==> src/rtl/reg_list_sequencer.sv <==
// Multi-register transfer sequencer for PUSH/POP/LDM/STM. It turns a captured register
// list into one transfer micro-op per cycle, then issues one base-register writeback.
//
//  state  | meaning
//  IDLE   | waiting for start_i; the accept cycle stalls the pipeline
//  SEQ    | one micro-op per cycle, lowest pending register first, extra register last
//  SP_UPD | one-cycle base writeback of 4 x count on register 13
module reg_list_sequencer #(
    parameter int ADDR_WIDTH = 4,
    parameter int WORD       = 32
) (
    input  logic                  clk_i,
    input  logic                  reset_i,
    input  logic                  start_i,
    input  logic                  flush_i,
    input  logic                  is_load_i,
    input  logic [7:0]            reg_list_i,
    input  logic                  extra_reg_i,
    output logic                  stall_pipeline_o,
    output logic                  uop_valid_o,
    output logic                  uop_is_load_o,
    output logic [ADDR_WIDTH-1:0] reg_addr_o,
    output logic [WORD-1:0]       offset_o,
    output logic                  sp_update_o,
    output logic [WORD-1:0]       sp_adjust_o,
    output logic                  busy_o
);

    typedef enum logic [1:0] {
        IDLE   = 2'd0,
        SEQ    = 2'd1,
        SP_UPD = 2'd2
    } state_t;

    state_t          state_q, state_d;
    logic [7:0]      list_q, list_d;
    logic            extra_q, extra_d;
    logic            ld_q, ld_d;
    logic [3:0]      idx_q, idx_d;
    logic [WORD-1:0] adj_q, adj_d;

    logic [3:0]      cnt;
    logic [2:0]      sel;
    logic [7:0]      list_rest;

    always_ff @(posedge clk_i or negedge reset_i) begin
        if (!reset_i) begin
            state_q <= IDLE;
            list_q  <= '0;
            extra_q <= 1'b0;
            ld_q    <= 1'b0;
            idx_q   <= '0;
            adj_q   <= '0;
        end else begin
            state_q <= state_d;
            list_q  <= list_d;
            extra_q <= extra_d;
            ld_q    <= ld_d;
            idx_q   <= idx_d;
            adj_q   <= adj_d;
        end
    end

    always_comb begin
        cnt = {3'b000, extra_reg_i};
        for (int i = 0; i < 8; i++) begin
            cnt = cnt + {3'b000, reg_list_i[i]};
        end
        sel = 3'd0;
        for (int i = 7; i >= 0; i--) begin
            if (list_q[i]) sel = 3'(i);
        end
        list_rest = list_q & ~(8'b1 << sel);
    end

    always_comb begin
        state_d          = state_q;
        list_d           = list_q;
        extra_d          = extra_q;
        ld_d             = ld_q;
        idx_d            = idx_q;
        adj_d            = adj_q;
        stall_pipeline_o = 1'b0;
        uop_valid_o      = 1'b0;
        uop_is_load_o    = 1'b0;
        reg_addr_o       = '0;
        offset_o         = '0;
        sp_update_o      = 1'b0;
        sp_adjust_o      = adj_q;
        busy_o           = 1'b0;

        // Outputs are forced low while reset is held, even against a live start_i.
        if (reset_i) begin
            busy_o = (state_q != IDLE);
            unique case (state_q)
                IDLE: begin
                    if (start_i && !flush_i) begin
                        stall_pipeline_o = 1'b1;
                        list_d           = reg_list_i;
                        extra_d          = extra_reg_i;
                        ld_d             = is_load_i;
                        idx_d            = '0;
                        adj_d            = WORD'({cnt, 2'b00});
                        state_d          = (cnt != 4'd0) ? SEQ : SP_UPD;
                    end
                end
                SEQ: begin
                    if (flush_i) begin
                        list_d  = '0;
                        extra_d = 1'b0;
                        state_d = IDLE;
                    end else begin
                        stall_pipeline_o = 1'b1;
                        uop_valid_o      = 1'b1;
                        uop_is_load_o    = ld_q;
                        offset_o         = WORD'({idx_q, 2'b00});
                        idx_d            = idx_q + 4'd1;
                        if (list_q != 8'd0) begin
                            reg_addr_o = ADDR_WIDTH'(sel);
                            list_d     = list_rest;
                            if (list_rest == 8'd0 && !extra_q) state_d = SP_UPD;
                        end else begin
                            reg_addr_o = ld_q ? ADDR_WIDTH'(15) : ADDR_WIDTH'(14);
                            extra_d    = 1'b0;
                            state_d    = SP_UPD;
                        end
                    end
                end
                SP_UPD: begin
                    if (!flush_i) begin
                        sp_update_o = 1'b1;
                        reg_addr_o  = ADDR_WIDTH'(13);
                    end
                    state_d = IDLE;
                end
                default: state_d = IDLE;
            endcase
        end
    end

endmodule

==> config.mk <==
export PLATFORM = sky130hd
export DESIGN_NAME = reg_list_sequencer
export DESIGN_NICKNAME = d
export VERILOG_FILES = /design/src/rtl/reg_list_sequencer.sv
export SDC_FILE = /design/constraint.sdc
export NUM_CORES = 1
export LEC_CHECK = 0
export BUFFER_PORTS_ARGS = -buffer_cell sky130_fd_sc_hd__buf_2
export CAP_MARGIN = 20
export CELL_PAD_IN_SITES_DETAIL_PLACEMENT = 1
export CELL_PAD_IN_SITES_GLOBAL_PLACEMENT = 2
export CORE_ASPECT_RATIO = 0.9
export CORE_MARGIN = 10
export CORE_UTILIZATION = 23
export CTS_CLUSTER_SIZE = 30
export DETAILED_ROUTE_END_ITERATION = 12
export GPL_TIMING_DRIVEN = 0
export PLACE_DENSITY = 0.72
export SLEW_MARGIN = 20
export SYNTH_ARGS = -nofsm -noshare
export SYNTH_HDL_FRONTEND = slang
export SYNTH_SLANG_ARGS = --single-unit
==> constraint.sdc <==
create_clock -name clk_i -period 1.85 [get_ports clk_i]
set_input_delay 0.37 -clock clk_i [delete_from_list [all_inputs] [get_ports clk_i]]
set_output_delay 0.37 -clock clk_i [all_outputs]
set_load 0.02 [all_outputs]
* Word-level counts from Yosys, hierarchy flattened
Index checks and enable logic that the tools add are counted.
** Operators by class
- Muxes and demuxes :: 46
- Equality and inequality tests :: 7
- $add $sub $neg :: 9
- Shifts and indexed selects :: 1
- Bitwise gates (word level) :: 2
- Reductions and logical operators :: 15
** Operator list (number)
- $mux W3 :: 8
- $mux W4 :: 6
- $mux W8 :: 3
- $add A4 B1 Y4 :: 5
- $mux W6 :: 3
- $pmux W4 S2 :: 2
- $pmux W8 S2 :: 1
- $mux W1 :: 15
- $reduce_and A4 Y1 :: 3
- $mux W2 :: 5
- $and A8 B8 Y8 :: 1
- $logic_not A8 Y1 :: 1
- $not A8 Y8 :: 1
- $reduce_bool A8 Y1 :: 1
- $shl A1 B3 Y8 const A :: 1
- $ne A3 B3 Y1 const B :: 2
- $reduce_and A3 Y1 :: 2
- $add A3 B1 Y4 :: 1
- $add A4 B1 Y4 const B :: 1
- $ne A2 B2 Y1 const B :: 2
- $ne A4 B4 Y1 const B :: 1
- $pmux W1 S2 :: 2
- $pmux W2 S2 :: 1
- $reduce_bool A2 Y1 :: 2
- other kinds (8) :: 10
** Word-level totals
- Register bits after elaboration :: 20
- Word-level logic and storage cells :: 86
- Output and inout port bits :: 73

* Longest topological paths before layout
Gate-level depths: netlist of run 1.
- Word-level depth :: 17
- Depth in mapped cells :: 12
- Mapped depth without buffers :: 12

* Worst setup path before layout of run 1
OpenSTA, ideal clock, no wires.
- Kind :: input port to flip-flop
- Start point :: in reg_list_i[0]
- End point :: reg state_q[1]
- Arrival :: 3.056 ns
- Slack :: -1.325 ns
- Stages :: 11
- Setup time :: 0.119 ns
- Path through :: fa_1 inv_1 fa_1 fa_1 inv_1 fa_1 inv_1 fa_1 nand4b_1 o211ai_1 o21a_1
** On the way
- Word-level cells in the longest chain between the ends :: 12
** RTL lines
- start, declared :: line 17 : input logic [7:0] reg_list_i,
- $add A1 B1 Y2 :: line 67 : cnt = cnt + {3'b000, reg_list_i[i]};
- $add A2 B1 Y3 :: line 67
- $add A3 B1 Y4 :: line 67
- $add A4 B1 Y4 (5 in series) :: line 67
- $reduce_bool A4 Y1 :: line 104 : state_d = (cnt != 4'd0) ? SEQ : SP_UPD;
- $mux W2 :: line 104
- $mux W2 :: line 97 : if (start_i && !flush_i) begin
- $pmux W2 S2 :: line 95 : unique case (state_q)
- end signal, assigned :: line 55 : state_q <= state_d;
- end, declared :: line 35 : state_t state_q, state_d;
No other way between the ends. The select of a mux whose other input is x is not followed.
A chain may end at the register's enable or synchronous reset.

* Worst setup path in the final report of run 1
Ends and elaborated chain as after synthesis.

==> impl_metrics.env, run 1 <==
export IMPL_required_ns=2.06
export IMPL_viasPerCell=3.990
export IMPL_grt_max_degree=29
export IMPL_yosys_cell_count_top_type="buf_4"
export IMPL_rsz0062_at_grt="yes"
export IMPL_die_w_um=113.8
export IMPL_path_class="input pin to register"
export IMPL_design_area_um2=2803
export IMPL_max_stage_delay_ns=0.52
export IMPL_critical_path_max_fanout=2
export IMPL_design_core_area_um2=7620
export IMPL_grt_pass1_wl_um=9149
export IMPL_whs_ns=0.09442
export IMPL_synthTopCellsByArea="dfrtp_1 (27%), buf_4 (23%), fa_1 (5.5%)"
export IMPL_htree_levels=1
export IMPL_grt_usage_pct=9.182
export IMPL_clock_latency_ns=0.26
export IMPL_syn_area_um2=1822
export IMPL_wl_met1_um=2392
export IMPL_setup_viol=22
export IMPL_routedWlPerCell_um=13.86
export IMPL_syn2layout_area_growth_pct=53.85
export IMPL_ys_seq_area_share_pct=27.47
export IMPL_top_layer="met5"
export IMPL_hpwl_um=4480
export IMPL_cts_root_buffer_cell="clkbuf_8"
export IMPL_num_io_pins=87
export IMPL_drc=0
export IMPL_cp_end_kind="register"
export IMPL_std_cell_rows=30
export IMPL_grt_overflow=0
export IMPL_placed_area_um2=2333
export IMPL_die_h_um=104.4
export IMPL_placed_cells=391
export IMPL_leakagePower_nw=1.458
export IMPL_maxCapViolCount=0
export IMPL_synth_warnings=0
export IMPL_cp_slowest_cell="fa_1"
export IMPL_synth_top_area_share_pct=27.47
export IMPL_num_vias=1640
export IMPL_cts_made_buffers=3
export IMPL_total_power_mw=3.354
export IMPL_status="finished with violations"
export IMPL_cts_sinks=20
export IMPL_antenna_found_initial=1
export IMPL_first_global_vias=1785
export IMPL_synthCells=210
export IMPL_drive_above_1_share_pct=47.62
export IMPL_hold_class="input pin to async pin"
export IMPL_wirelength_um=5696
export IMPL_cts_tree="done"
export IMPL_drt_pre_antenna_iters=4
export IMPL_final_nets=341
export IMPL_finClkSkew_ns=0.005701
export IMPL_cp_start_kind="input pin"
export IMPL_initialDrtViolationCount=31
export IMPL_ir_drop_mv=0.3753
export IMPL_met3WireLength_um=519
export IMPL_tns_ns=-8.732
export IMPL_power_density_nw_per_um2=1197
export IMPL_io_buffers=30
export IMPL_final_cells=411
export IMPL_start_util_pct=23.91
export IMPL_min_period_over_period_pct=168.6
export IMPL_clk_path_buf_depth=2
export IMPL_ant_nets=0
export IMPL_ys_flop_type="dfrtp_1"
export IMPL_final_max_slew_viol_count=0
export IMPL_crit_chain="buf_6 > fa_1 > inv_1 > fa_1 > fa_1 > inv_1 > fa_2 > inv_2 > fa_2 > xor2_2 > nand4b_1 > o211ai_1 > o21a_1"
export IMPL_routabilityCongestion=0.7383
export IMPL_period_needed_ns=3.120
export IMPL_fin_ws_ns=-1.270
export IMPL_ff2ff_path_depth=6
export IMPL_synth_common_cells="buf_4 (56), dfrtp_1 (20), inv_1 (18)"
export IMPL_pre_cts_ws_ns=-1.686
export IMPL_fin_util_pct=36.78
export IMPL_violations="negative setup slack"
export IMPL_post_synth_top_area_cell="dfrtp_1"
export IMPL_synth_seq_cells=20
export IMPL_path_clk_slew_ns=0.08
export IMPL_cp_arrival_ns=3.33
export IMPL_syn_avg_cell_area_um2=8.675
export IMPL_cpMostUsedCell="fa_1"
export IMPL_finalHoldViolCount=0
export IMPL_synthArstFlopShare_pct=100.0
export IMPL_met2_length_um=2735
export IMPL_synth_cell_types=41
export IMPL_n_antenna_cell=0
export IMPL_synth_edf_count=0
export IMPL_dieArea_um2=11890
export IMPL_fmax_ghz=0.3205
## sequential cells by signal (all words and copies together) (netlist names)
name,flops
idx_q,4
ld_q,1
list_q,8
sp_adjust_o,4
state_q,2
extra_q,1
## final timing paths
| kind | startpoint | endpoint | slack, ns |
|---|---|---|---|
| max in group asynchronous | reset_i | idx_q[1] | 1.62 |
| worst max register to register | list_q[0] | state_q[0] | -0.27 |
| worst max-delay path | reg_list_i[0] | state_q[1] | -1.27 |
| worst min-delay path | reset_i | list_q[3] | 0.09 |
| worst min register to register | sp_adjust_o[4] | sp_adjust_o[4] | 0.49 |
| min in group clk_i | reg_list_i[0] | list_q[0] | 0.33 |
## report_power, final
part	internal (mW)	switching, mW
Sequential	0.621	0.280
Clock	0.289	0.154
Combinational	0.969	1.04
## placed cells by master (no fill, tap or decap), types with 3 or more instances in the layout
master,netlist,final
and3_4,0,5
conb_1,1,56
clkbuf_8,0,4
ha_1,6,4
nand2_1,17,14
buf_6,1,13
buf_2,0,20
o21ai_1,3,3
a22o_1,8,8
nor2_1,10,7
nand2b_1,5,4
fa_1,5,3
nor3_1,3,3
o21ai_2,0,3
inv_2,0,4
o21ai_0,10,7
buf_4,56,71
dfrtp_1,20,20
inv_1,18,14
## layout make-up
| type | instances | area [µm²] |
|---|---|---|
| inverter | 18 | 67.56 |
| timing repair buffer | 50 | 407.9 |
| clock inverter | 1 | 30.03 |
| multi-input combinational | 165 | 1190 |
| clock buffer | 3 | 41.29 |
| tap | 96 | 120.1 |
| fill | 944 | 4817 |
| buffer | 58 | 445.4 |
| sequential | 20 | 500.5 |
## per-layer routing
| metal | global-route usage (%) | up-vias |
|---|---|---|
| li1 | - | 804 |
| met1 | 10.57 | 777 |
| met2 | 15.38 | 51 |
| met3 | 4.441 | 6 |
| met4 | 1.073 | 2 |
| met5 | 0 | - |
## repair_timing
item | 4_1_cts | 5_1_grt
resized for setup | 55 | 13
pin swaps | 7 | 8
hold endpoints to repair | 0 | 20
hold buffers | 0 | 1
endpoints found under the setup margin | 29 | 27
buffers inserted | 6 | 12
cloned | 1 | 1
## critical path, delay by kind of cell
kind | cells | cell delay, ns
compound gates | 2 | 0.33
xor+xnor | 1 | 0.17
fa+ha+maj | 5 | 2.02
buf+inv | 4 | 0.26
simple gates | 1 | 0.18
## cells by family (layout without fill, tap and decap cells)
kind of cell / after synthesis / in the layout / share of synthesized area, %
compound gates: 40 / 40 / 16.55
xor+xnor: 3 / 3 / 1.443
fa+ha+maj: 11 / 11 / 9.615
buf+inv: 80 / 130 / 28.43
flops: 20 / 20 / 27.47
mux: 3 / 3 / 1.786
other cells: 1 / 56 / 0.2058
simple gates: 52 / 52 / 14.49
Power figures use the tool's default switching activity.
==> inputs of run 2 (changes only) <==
--- a/config.mk
+++ b/config.mk
@@ -9,7 +9,7 @@
 export CAP_MARGIN = 20
 export CELL_PAD_IN_SITES_DETAIL_PLACEMENT = 1
 export CELL_PAD_IN_SITES_GLOBAL_PLACEMENT = 2
-export CORE_ASPECT_RATIO = 0.9
+export CORE_ASPECT_RATIO = 0.7
 export CORE_MARGIN = 10
 export CORE_UTILIZATION = 23
 export CTS_CLUSTER_SIZE = 30
==> impl_metrics.env, run 2 (synthesized netlist as in run 1, its figures left out) <==
export IMPL_grt_overflow=0
export IMPL_required_ns=2.05
export IMPL_period_needed_ns=3.267
export IMPL_fin_ws_ns=-1.417
export IMPL_rsz0062_at_grt="yes"
export IMPL_rrSetupSlack_ns=-0.29
export IMPL_total_power_mw=3.950
export IMPL_cp_end_kind="register"
export IMPL_cpMostUsedCell="fa_1"
export IMPL_path_class="input pin to register"
export IMPL_htree_levels=1
export IMPL_syn2layout_area_growth_pct=65.25
export IMPL_hold_class="input pin to async pin"
export IMPL_multiInputGateArea_um2=1220
export IMPL_fmax_ghz=0.3060
export IMPL_max_stage_delay_ns=0.52
export IMPL_design_core_area_um2=7770
export IMPL_final_max_slew_viol_count=0
export IMPL_grt_usage_pct=10.55
export IMPL_grt_pass1_wl_um=10120
export IMPL_antenna_found_initial=0
export IMPL_clock_latency_ns=0.26
export IMPL_drc=0
export IMPL_ant_nets=0
export IMPL_setup_viol=24
export IMPL_initialDrtViolationCount=70
export IMPL_critical_path_max_fanout=2
export IMPL_finalHoldViolCount=0
export IMPL_cts_root_buffer_cell="clkbuf_16"
export IMPL_viasPerCell=3.939
export IMPL_maxCapViolCount=0
export IMPL_pre_cts_ws_ns=-1.783
export IMPL_routedWlPerCell_um=15.28
export IMPL_wirelength_um=6539
export IMPL_worst_pin_slew_ns=0.4922
export IMPL_final_common_cell="buf_4"
export IMPL_die_w_um=126.4
export IMPL_n_antenna_cell=0
export IMPL_path_clk_slew_ns=0.06
export IMPL_cp_slowest_cell="fa_1"
export IMPL_io_buffers=30
export IMPL_cts_tree="done"
export IMPL_die_h_um=94.46
export IMPL_num_io_pins=87
export IMPL_power_density_nw_per_um2=1312
export IMPL_first_global_vias=1823
export IMPL_seqCellArea_um2=508.0
export IMPL_cp_top_family="adder cells"
export IMPL_min_period_over_period_pct=176.6
export IMPL_std_cell_rows=27
export IMPL_ir_drop_mv=0.4112
export IMPL_status="finished with violations"
export IMPL_leakagePower_nw=1.554
export IMPL_top_register="list_q"
export IMPL_hpwl_um=4658
export IMPL_start_util_pct=23.45
export IMPL_routabilityCongestion=0.7558
export IMPL_fillers=932
export IMPL_largest_reg_flops=8
export IMPL_layout_common_cells="buf_4 (76), conb_1 (56), buf_6 (22)"
export IMPL_grt_max_degree=29
export IMPL_cts_sinks=20
export IMPL_clk_path_buf_depth=2
export IMPL_final_nets=353
export IMPL_finClkSkew_ns=0.001569
export IMPL_crit_chain="buf_8 > fa_1 > inv_1 > fa_1 > fa_1 > inv_2 > fa_2 > inv_2 > fa_2 > xor2_2 > nand4b_1 > o211ai_1 > o21a_1"
export IMPL_cp_arrival_ns=3.46
export IMPL_num_vias=1686
export IMPL_cp_start_kind="input pin"
export IMPL_drt_pre_antenna_iters=4
export IMPL_dieArea_um2=11940
export IMPL_relSlewSlack_pct=66.34
export IMPL_crit_buf_inv=4
export IMPL_drive_above_1_share_pct=54.13
export IMPL_cts_made_buffers=3
export IMPL_violations="negative setup slack"
run 2: changes by cell type in the layout (fill, tap and decap cells not counted), sizes merged:
cell    previous run  this run
buf              106       120
clkbuf             5         3
run 2: metrics by stage:
stage,hold slack (ns),TNS (ns),cell area [µm²],std cells,util [%]
floorplan,0.07441,-6.435,2063,265,-
global placement,0.3971,-18.19,2340,396,30.11
detailed placement,0.4039,-19.22,2340,396,30.11
CTS,0.03644,-8.956,2868,421,36.91
global route,0.1011,-11.97,3010,428,38.74
finish,0.09458,-9.532,3010,428,38.74
run 2: timing repair:
item / CTS / global route
hold buffers: 0 / 1
gates resized for setup: 76 / 30
buffers inserted: 22 / 10
setup endpoints to repair: 29 / 29
gates cloned: 2 / 0
pin swaps: 10 / 9
endpoints found under the hold margin: 0 / 20
run 2: path summary, 6_finish.rpt:
path | cells past startpoint | startpoint | end
worst max-delay path | 13 | reg_list_i[0] | state_q[1]
worst min-delay path | 2 | reset_i | list_q[6]
worst max register to register | 6 | list_q[0] | state_q[0]
worst min register to register | 2 | sp_adjust_o[3] | sp_adjust_o[3]
max in group asynchronous | 2 | reset_i | list_q[0]
min in group clk_i | 2 | is_load_i | ld_q
run 2: layer usage:
metal  vias to the layer above  routed length (µm)  track usage (%)
met1                       799                2973            14.22
met2                        50                3007            16.12
met5                         -                   0                0
met4                         0                  55            1.323
li1                        833                   -                -
met3                         4                 503            3.917
run 2: area by class of cell:
cell class | count | share of cell area (%)
plain buffers | 57 | 14.46
clock buffers | 3 | 2.494
flip-flops and latches | 20 | 16.87
clock inverters | 1 | 0.9975
inverters | 18 | 2.244
multi-input cells | 165 | 40.52
repair buffers | 63 | 18.20
well taps | 101 | 4.198
run 2: worst reg2reg max path, cell delays in order, from the launching register on:
cell and delay, ns:
dfrtp_2 0.41, or4_4 0.61, buf_4 0.19, a2111oi_4 0.34, nor3_1 0.10, a21oi_2 0.20, mux2i_1 0.21
run 2: report_power, final:
part / total, mW / switching [mW] / leakage (nW) / internal [mW]
Sequential: 0.813 / 0.178 / 0.251 / 0.635
Combinational: 2.53 / 1.32 / 1.25 / 1.20
Clock: 0.611 / 0.181 / 0.0511 / 0.430
==> inputs of run 3 (changes only) <==
--- a/config.mk
+++ b/config.mk
@@ -16,6 +16,7 @@
 export DETAILED_ROUTE_END_ITERATION = 12
 export GPL_TIMING_DRIVEN = 0
 export PLACE_DENSITY = 0.72
+export SETUP_SLACK_MARGIN = 0.15
 export SLEW_MARGIN = 20
 export SYNTH_ARGS = -nofsm -noshare
 export SYNTH_HDL_FRONTEND = slang
==> impl_metrics.env, run 3 (synthesized netlist as in run 1, its figures left out) <==
export IMPL_final_nets=354
export IMPL_grt_overflow=0
export IMPL_top_register="list_q"
export IMPL_cts_sinks=20
export IMPL_grt_usage_pct=10.50
export IMPL_power_density_nw_per_um2=1334
export IMPL_relSlewSlack_pct=64.85
export IMPL_comb_power_share_pct=65.2
export IMPL_rr_endpoint="state_q[0]"
export IMPL_total_power_mw=4.128
export IMPL_cts_made_buffers=3
export IMPL_hold_class="input pin to async pin"
export IMPL_first_global_vias=1790
export IMPL_setup_viol=26
export IMPL_cp_start_kind="input pin"
export IMPL_worst_pin_slew_ns=0.5139
export IMPL_period_needed_ns=3.294
export IMPL_routabilityCongestion=0.7806
export IMPL_wirelength_um=6417
export IMPL_clock_latency_ns=0.26
export IMPL_rsz0062_at_grt="yes"
export IMPL_cts_tree="done"
export IMPL_status="finished with violations"
export IMPL_drt_pre_antenna_iters=4
export IMPL_htree_levels=1
export IMPL_maxCapViolCount=0
export IMPL_design_core_area_um2=7770
export IMPL_io_buffers=30
export IMPL_cp_end_kind="register"
export IMPL_layout_common_cells="buf_4 (76), conb_1 (56), buf_6 (19)"
export IMPL_power_frac_seq_pct=19.8
export IMPL_leakagePower_nw=1.579
export IMPL_rrSetupSlack_ns=-0.39
export IMPL_ir_drop_mv=0.4637
export IMPL_finClkSkew_ns=0.002303
export IMPL_viasPerCell=3.914
export IMPL_fin_ws_ns=-1.444
export IMPL_whs_ns=0.2353
export IMPL_p_int_mw=2.387
export IMPL_num_io_pins=87
export IMPL_grt_pass1_wl_um=9991
export IMPL_r2r_start="list_q[0]"
export IMPL_drc=0
export IMPL_cts_root_buffer_cell="clkbuf_16"
export IMPL_ant_nets=0
export IMPL_path_class="input pin to register"
export IMPL_largest_reg_flops=8
export IMPL_syn2layout_area_growth_pct=69.85
export IMPL_cp_arrival_ns=3.49
export IMPL_ff2ff_path_depth=8
export IMPL_final_common_cell="buf_4"
export IMPL_finalHoldViolCount=0
export IMPL_switching_share_pct=42.17
export IMPL_power_frac_clock_pct=15.0
export IMPL_drive_above_1_share_pct=55.49
export IMPL_design_area_um2=3094
export IMPL_hpwl_um=4615
export IMPL_std_cell_rows=27
export IMPL_path_clk_slew_ns=0.06
export IMPL_routedWlPerCell_um=14.96
export IMPL_clk_path_buf_depth=2
export IMPL_die_h_um=94.46
export IMPL_num_vias=1679
export IMPL_antenna_found_initial=0
export IMPL_dieArea_um2=11940
export IMPL_final_max_slew_viol_count=0
export IMPL_placed_area_um2=2367
export IMPL_min_period_over_period_pct=178.1
export IMPL_die_w_um=126.4
export IMPL_required_ns=2.05
export IMPL_fin_util_pct=39.82
export IMPL_critical_path_max_fanout=2
export IMPL_p_sw_mw=1.741
export IMPL_start_util_pct=23.45
export IMPL_fmax_ghz=0.3036
export IMPL_grt_max_degree=21
export IMPL_n_antenna_cell=0
export IMPL_initialDrtViolationCount=43
export IMPL_violations="negative setup slack"
## run 3: changes by cell type in the layout (fill, tap and decap cells not counted), sizes merged
cell / before / now
clkbuf: 3 / 7
buf: 120 / 117
## run 3: final cells by class
cell class | instances | area [µm²]
sequential | 20 | 504.2
multi-input combinational | 165 | 1264
buffer | 62 | 506.7
clock buffer | 3 | 75.07
fill | 915 | 4676
tap | 101 | 126.4
clock inverter | 1 | 30.03
timing repair buffer | 59 | 518.0
inverter | 18 | 70.07
## run 3: worst max-delay path by stage
| stage | startpoint | to | depth (start not counted) |
|---|---|---|---|
| 6_report | reg_list_i[0] | state_q[1] | 13 |
| 5_1_grt | reg_list_i[0] | state_q[1] | 13 |
| 4_1_cts | reg_list_i[0] | state_q[1] | 13 |
| 3_5_place_dp | reg_list_i[0] | state_q[1] | 13 |
| 3_3_place_gp | reg_list_i[0] | state_q[1] | 13 |
| 2_1_floorplan | reg_list_i[0] | state_q[1] | 11 |
## run 3: critical path, stage by stage
cell,delay [ns]
buf_8,0.10
fa_1,0.54
inv_2,0.04
fa_1,0.45
fa_1,0.50
inv_1,0.05
fa_2,0.34
inv_2,0.06
fa_2,0.20
xor2_2,0.17
nand4b_1,0.21
o211ai_1,0.28
o21a_1,0.16
## run 3: power by group through the flow
stage               clock network [mW]  logic (mW)  registers (mW)
detailed placement                   0        1.66           0.826
floorplan                            0        1.24           0.825
global route                     0.644        2.91           0.847
finish                           0.617        2.69           0.818
CTS                              0.625        2.42           0.807
global placement                     0        1.62           0.824
## run 3: stage by stage
| stage | cells | setup slack (ns) | TNS, ns |
|---|---|---|---|
| 2_1_floorplan | 265 | -1.266 | -6.473 |
| 3_3_place_gp | 396 | -1.690 | -14.73 |
| 3_5_place_dp | 396 | -1.763 | -16.03 |
| 4_1_cts | 425 | -1.409 | -8.505 |
| 5_1_grt | 429 | -1.621 | -12.10 |
| 6_report | 429 | -1.444 | -9.758 |
## run 3: timing repair
item                       CTS  global route
setup endpoints to repair   31            33
hold endpoints to repair    20             0
resized for setup           87            28
hold buffers                 1             0
cloned                       2             0
pin swaps                   15             6
buffers inserted            22             4
## run 3: routing by layer
metal / vias up / track usage, % / part of all wire, %
li1: 834 / - / -
met1: 797 / 13.13 / 46
met2: 46 / 17.28 / 48
met3: 2 / 4.029 / 6.3
met4: 0 / 1.418 / 0.33
met5: - / 0 / 0
